## config.mk

```make
export PLATFORM = sky130hd
export DESIGN_NAME = tdm_demux4
export DESIGN_NICKNAME = d
export VERILOG_FILES = /design/src/rtl/tdm_demux4_pkg.sv /design/src/rtl/tdm_slot_ctr.sv /design/src/rtl/tdm_demux4.sv
export SDC_FILE = /design/constraint.sdc
export NUM_CORES = 1
export LEC_CHECK = 0
export BUFFER_PORTS_ARGS = -buffer_cell sky130_fd_sc_hd__buf_2
export CAP_MARGIN = 15
export CORE_MARGIN = 4
export CORE_UTILIZATION = 52
export CTS_CLUSTER_DIAMETER = 200
export DETAILED_ROUTE_END_ITERATION = 8
export PLACE_DENSITY = 0.77
export SYNTH_ARGS = -nofsm -noshare
export SYNTH_HDL_FRONTEND = slang
export SYNTH_SLANG_ARGS = --single-unit
```

## constraint.sdc

```tcl
create_clock -name clk -period 1.9 [get_ports clk]
set_input_delay 0.095 -clock clk [delete_from_list [all_inputs] [get_ports clk]]
set_output_delay 0.095 -clock clk [all_outputs]
set_load 0.03 [all_outputs]
```

## src/rtl/tdm_demux4_pkg.sv

```systemverilog
// Shared types and constants for the TDM 1:4 demultiplexer.
// Slot indexing, alignment-state encoding and the one-hot channel strobe helper.
package tdm_demux4_pkg;

  localparam int NSLOT  = 4;
  localparam int SLOT_W = $clog2(NSLOT);
  localparam int MISS_W = 3;

  typedef enum logic {
    ST_HUNT   = 1'b0,
    ST_LOCKED = 1'b1
  } state_e;

  function automatic logic [NSLOT-1:0] slot_onehot(input logic [SLOT_W-1:0] s);
    slot_onehot = NSLOT'(1) << s;
  endfunction

endpackage

```

## src/rtl/tdm_slot_ctr.sv

```systemverilog
// Slot position counter for the demux: wraps modulo NSLOT.
// Clear has priority over load-to-1, which has priority over increment.
module tdm_slot_ctr
  import tdm_demux4_pkg::*;
(
  input  logic              clk,
  input  logic              rst_n,
  input  logic              clr,
  input  logic              load1,
  input  logic              inc,
  output logic [SLOT_W-1:0] slot
);

  logic [SLOT_W-1:0] slot_d, slot_q;

  always_comb begin
    slot_d = slot_q;
    if (clr) begin
      slot_d = '0;
    end else if (load1) begin
      slot_d = SLOT_W'(1);
    end else if (inc) begin
      slot_d = slot_q + SLOT_W'(1);
    end
  end

  always_ff @(posedge clk or negedge rst_n) begin
    if (!rst_n) begin
      slot_q <= '0;
    end else begin
      slot_q <= slot_d;
    end
  end

  assign slot = slot_q;

endmodule

```

## src/rtl/tdm_demux4.sv

```systemverilog
// Receive-side TDM 1:4 demultiplexer with frame assembly and hunt/lock alignment.
// The slot-0 beat carries fsync; missing syncs are flywheeled up to MISS_LIMIT-1 times.
module tdm_demux4
  import tdm_demux4_pkg::*;
#(
  parameter int W          = 1,
  parameter int MISS_LIMIT = 2
) (
  input  logic               clk,
  input  logic               rst_n,
  input  logic [W-1:0]       din,
  input  logic               din_vld,
  input  logic               fsync,
  output logic [NSLOT*W-1:0] ch_data,
  output logic [NSLOT-1:0]   ch_strobe,
  output logic [NSLOT*W-1:0] frame_data,
  output logic               frame_valid,
  output logic               locked,
  output logic               sync_err
);

  localparam logic [MISS_W-1:0] MISS_LIM_V = MISS_W'(MISS_LIMIT);
  localparam logic [SLOT_W-1:0] LAST_SLOT  = SLOT_W'(NSLOT - 1);

  state_e state_d, state_q;
  logic [MISS_W-1:0] miss_d, miss_q, miss_inc;

  logic [(NSLOT-1)*W-1:0] shadow_d, shadow_q;
  logic [NSLOT*W-1:0]     ch_data_d, ch_data_q;
  logic [NSLOT*W-1:0]     frame_data_d, frame_data_q;
  logic [NSLOT-1:0]       ch_strobe_d, ch_strobe_q;
  logic                   frame_valid_d, frame_valid_q;
  logic                   sync_err_d, sync_err_q;

  logic              slot_clr, slot_load1, slot_inc;
  logic [SLOT_W-1:0] slot;
  logic              accept;
  logic [SLOT_W-1:0] acc_slot;

  tdm_slot_ctr u_slot_ctr (
    .clk   (clk),
    .rst_n (rst_n),
    .clr   (slot_clr),
    .load1 (slot_load1),
    .inc   (slot_inc),
    .slot  (slot)
  );

  // Alignment control: decides whether this beat is accepted and at which slot.
  always_comb begin
    state_d    = state_q;
    miss_d     = miss_q;
    miss_inc   = miss_q + MISS_W'(1);
    sync_err_d = 1'b0;
    accept     = 1'b0;
    acc_slot   = slot;
    slot_clr   = 1'b0;
    slot_load1 = 1'b0;
    slot_inc   = 1'b0;
    if (din_vld) begin
      unique case (state_q)
        ST_HUNT: begin
          if (fsync) begin
            state_d    = ST_LOCKED;
            miss_d     = '0;
            accept     = 1'b1;
            acc_slot   = '0;
            slot_load1 = 1'b1;
          end
        end
        ST_LOCKED: begin
          if (slot == '0) begin
            if (fsync) begin
              miss_d   = '0;
              accept   = 1'b1;
              slot_inc = 1'b1;
            end else begin
              sync_err_d = 1'b1;
              if (miss_inc >= MISS_LIM_V) begin
                state_d  = ST_HUNT;
                miss_d   = '0;
                slot_clr = 1'b1;
              end else begin
                miss_d   = miss_inc;
                accept   = 1'b1;
                slot_inc = 1'b1;
              end
            end
          end else if (fsync) begin
            // Early sync restarts the frame here; the partial frame never completes.
            sync_err_d = 1'b1;
            miss_d     = '0;
            accept     = 1'b1;
            acc_slot   = '0;
            slot_load1 = 1'b1;
          end else begin
            accept   = 1'b1;
            slot_inc = 1'b1;
          end
        end
        default: state_d = ST_HUNT;
      endcase
    end
  end

  // Steering and frame assembly for an accepted beat.
  always_comb begin
    ch_data_d     = ch_data_q;
    ch_strobe_d   = '0;
    shadow_d      = shadow_q;
    frame_data_d  = frame_data_q;
    frame_valid_d = 1'b0;
    if (accept) begin
      ch_strobe_d = slot_onehot(acc_slot);
      for (int k = 0; k < NSLOT; k++) begin
        if (acc_slot == SLOT_W'(k)) begin
          ch_data_d[k*W +: W] = din;
        end
      end
      for (int k = 0; k < NSLOT - 1; k++) begin
        if (acc_slot == SLOT_W'(k)) begin
          shadow_d[k*W +: W] = din;
        end
      end
      if (acc_slot == LAST_SLOT) begin
        frame_data_d  = {din, shadow_q};
        frame_valid_d = 1'b1;
      end
    end
  end

  always_ff @(posedge clk or negedge rst_n) begin
    if (!rst_n) begin
      state_q       <= ST_HUNT;
      miss_q        <= '0;
      shadow_q      <= '0;
      ch_data_q     <= '0;
      ch_strobe_q   <= '0;
      frame_data_q  <= '0;
      frame_valid_q <= 1'b0;
      sync_err_q    <= 1'b0;
    end else begin
      state_q       <= state_d;
      miss_q        <= miss_d;
      shadow_q      <= shadow_d;
      ch_data_q     <= ch_data_d;
      ch_strobe_q   <= ch_strobe_d;
      frame_data_q  <= frame_data_d;
      frame_valid_q <= frame_valid_d;
      sync_err_q    <= sync_err_d;
    end
  end

  assign ch_data     = ch_data_q;
  assign ch_strobe   = ch_strobe_q;
  assign frame_data  = frame_data_q;
  assign frame_valid = frame_valid_q;
  assign sync_err    = sync_err_q;
  assign locked      = (state_q == ST_LOCKED);

endmodule

```

==> impl_metrics.yaml <==
cts:
  post_cts_resized: 0
  path_clk_slew_ns: 0.11
  clock_path_buffers: 2
  cts_made_buffers: 3
  cts_htree_levels: 1
  insertion_delay_ns: 0.30
  clockRootBuffer: "clkbuf_4"
  cts_num_sinks: 18
  tritoncts: "yes"
sta:
  max_freq_ghz: 0.554
  setup_viol: 0
  tightest_slew_ns: 0.391
  min_period_ns: 1.81
  hold_viol: 0
  setup_tns_ns: 0
  skew_ns: 0.0103
  slew_headroom_pct: 73.9
  rsz0062_at_grt: "false"
  fin_crit_sh_pct: 95.0
  drv_slew: 0
  holdWs_ns: 0.0741
power:
  power_density_nw_per_um2: 1670
  power.leakage_nw: 0.538
  ir_drop_mv: 1.00
detailed_routing:
  wl_per_cell_microns: 14.6
  viasPerCell: 5.33
  wl_microns: 1810
  vias: 661
  drc: 0
  ant_nets: 0
  drt_iter0_drc: 16
  drt-pass1-iter-count: 4
worst_hold_path:
  whs_path_depth: 2
  hold_path_class: "in2reg"
  hold_end: "shadow_q[0]"
  hp-start: "din"
worst_setup_path:
  arrival_ns: 1.99
  critPathMaxStageDelay_ns: 0.43
  critical_path_class: "reg2reg"
  critPathBufInv: 0
  worstPathRequired_ns: 2.08
  crit_fanout: 4
  worst-r2r-cell-count: 5
  worstPathCellList: "ha_1, nand2b_1, o21ai_2, nor4b_4, mux2_2"
  crit_path_end_kind: "register"
  crit_path_top_delay_cell: "dfrtp_1"
  critPathLaunchType: "register"
  r2r_start: "miss_q[0]"
  r2r-end: "shadow_q[1]"
  crit_family: "simple AND/OR/NAND/NOR gates"
  reg2reg_slack_ns: 0.09
placed_design:
  dpl.hpwl_microns: 1350
  place_congestion: 0.797
  placed_cells: 119
  io_buffer_count: 19
  placed_cell_area_sq_um: 1020
logic_synthesis:
  ys_types: 35
  avgSynthCellArea_sq_um: 11.6
  ys_warn_count: 0
  synthesis.area_sq_um: 926
  synth_area_leaders: "dfrtp_1 (49%), mux2_2 (6.1%), ha_1 (5.4%), buf_4 (3.2%), and2_1 (2.7%)"
  synth_top_area_share_pct: 48.6
  synth_cells: 80
  synth_seq_cells: 18
  yosys.area.top_type: "dfrtp_1"
  syn_nets: 89
  seq_area_frac_synth_pct: 48.6
global_routing:
  grt_overflow: 0
  grt_pass1_vias: 635
  grt_use_total_pct: 16.2
  antenna_found_initial: 0
  grt_pass1_wl_microns: 3030
  grt_start_max_net_pins: 19
final_layout:
  area_delta_synth_final_pct: 15.5
  drive_above_1_share_pct: 37.0
  fin_util_pct: 67.1
  fin_area_sq_um: 1070
  final_cell_mix: "buf_2 (19), dfrtp_1 (18), inv_1 (5), nand3_1 (5), mux2_2 (5)"
  final_cells: 124
  fillers: 119
  fin_nets: 110
  layout_commonest_cell: "buf_2"
  diodes: 0
die:
  die_h_microns: 50.2
  start_util_pct: 58.1
  dieArea_sq_um: 2520
  io_pins: 20
  core-area_sq_um: 1590
  rows: 14
  die_w_microns: 50.2
job:
  maxCapViolCount: 0
status:
  outcome: "finished clean"
layer usage:
| layer | global-route usage [%] | vias up | routed length, microns | part of all wire (%) |
|---|---|---|---|---|
| met5 | 0 | - | 0 | 0 |
| met4 | 9.22 | 0 | 31 | 1.7 |
| met3 | 5.62 | 4 | 98 | 5.4 |
| met2 | 24.6 | 23 | 893 | 49 |
| met1 | 20.2 | 311 | 783 | 43 |
| li1 | - | 323 | - | - |
flip-flops by register name (all words and copies together) (netlist names):
signal           cells
shadow_q             2
sync_err             1
u_slot_ctr.slot      2
frame_data           3
ch_data              2
locked               1
ch_strobe            4
miss_q               3
cell type report:
cell class	instances	area [sq um]	area share, %
sequential	18	450	42.1
multi-input combinational	52	422	39.4
timing repair buffer	21	113	10.5
clock buffer	4	36.3	3.39
tap	24	30.0	2.81
inverter	5	18.8	1.75
worst reg2reg max path: stages (launching register included):
cell	delay, ns
dfrtp_1	0.43
ha_1	0.21
nand2b_1	0.18
o21ai_2	0.22
nor4b_4	0.29
mux2_2	0.37
cells by family after synthesis:
family	synth area share, %
simple gates	19.1
flops	48.6
compound gates	11.2
buf+inv	5.81
mux	8.92
fa+ha+maj	5.41
xor+xnor	0.946
through the flow:
step | setup WS, ns | power (mW)
final | 0.0944 | 1.79
after global routing | 0.0185 | 1.90
after CTS | 0.0856 | 1.80
after detailed placement | 0.115 | 1.56
after global placement | 0.171 | 1.52
after floorplan | 0.247 | 1.33
timing repair:
action                     CTS  global route
setup buffers                0             0
hold buffers                 1             0
setup endpoints to repair    0             0
hold endpoints to repair    18             0
how the worst max path moves through the flow:
stage	from	to	slack, ns	cells after the start
after floorplan	u_slot_ctr.slot[1]	ch_data[2]	0.25	6
after global placement	miss_q[0]	shadow_q[0]	0.17	5
after detailed placement	miss_q[0]	shadow_q[1]	0.12	5
after CTS	miss_q[0]	shadow_q[1]	0.09	5
after global routing	u_slot_ctr.slot[0]	u_slot_ctr.slot[0]	0.02	7
final	miss_q[0]	shadow_q[1]	0.09	5
where the power goes:
part | total (mW) | switching (mW) | internal (mW) | leakage [nW]
clock network | 0.236 | 0.119 | 0.117 | 0.0210
logic | 0.921 | 0.576 | 0.345 | 0.288
registers | 0.629 | 0.108 | 0.521 | 0.229
total | 1.79 | 0.803 | 0.983 | 0.538
synthesized netlist by cell type, drive strengths merged:
master  count
xor2        1
nor4b       2
a22o        1
dfrtp      18
nand4b      1
a32o        1
nor3b       1
o21a        1
nor3        2
nor2b       3
nand2       5
a21oi       1
o21ai       4
ha          4
nor4        1
and2        4
a32oi       1
a21o        1
nand2b      1
o21bai      1
nor2        1
nand3       5
a21bo       1
buf         5
or2         1
o31ai       1
mux2        7
inv         5
(Power assumes the default switching activity.)
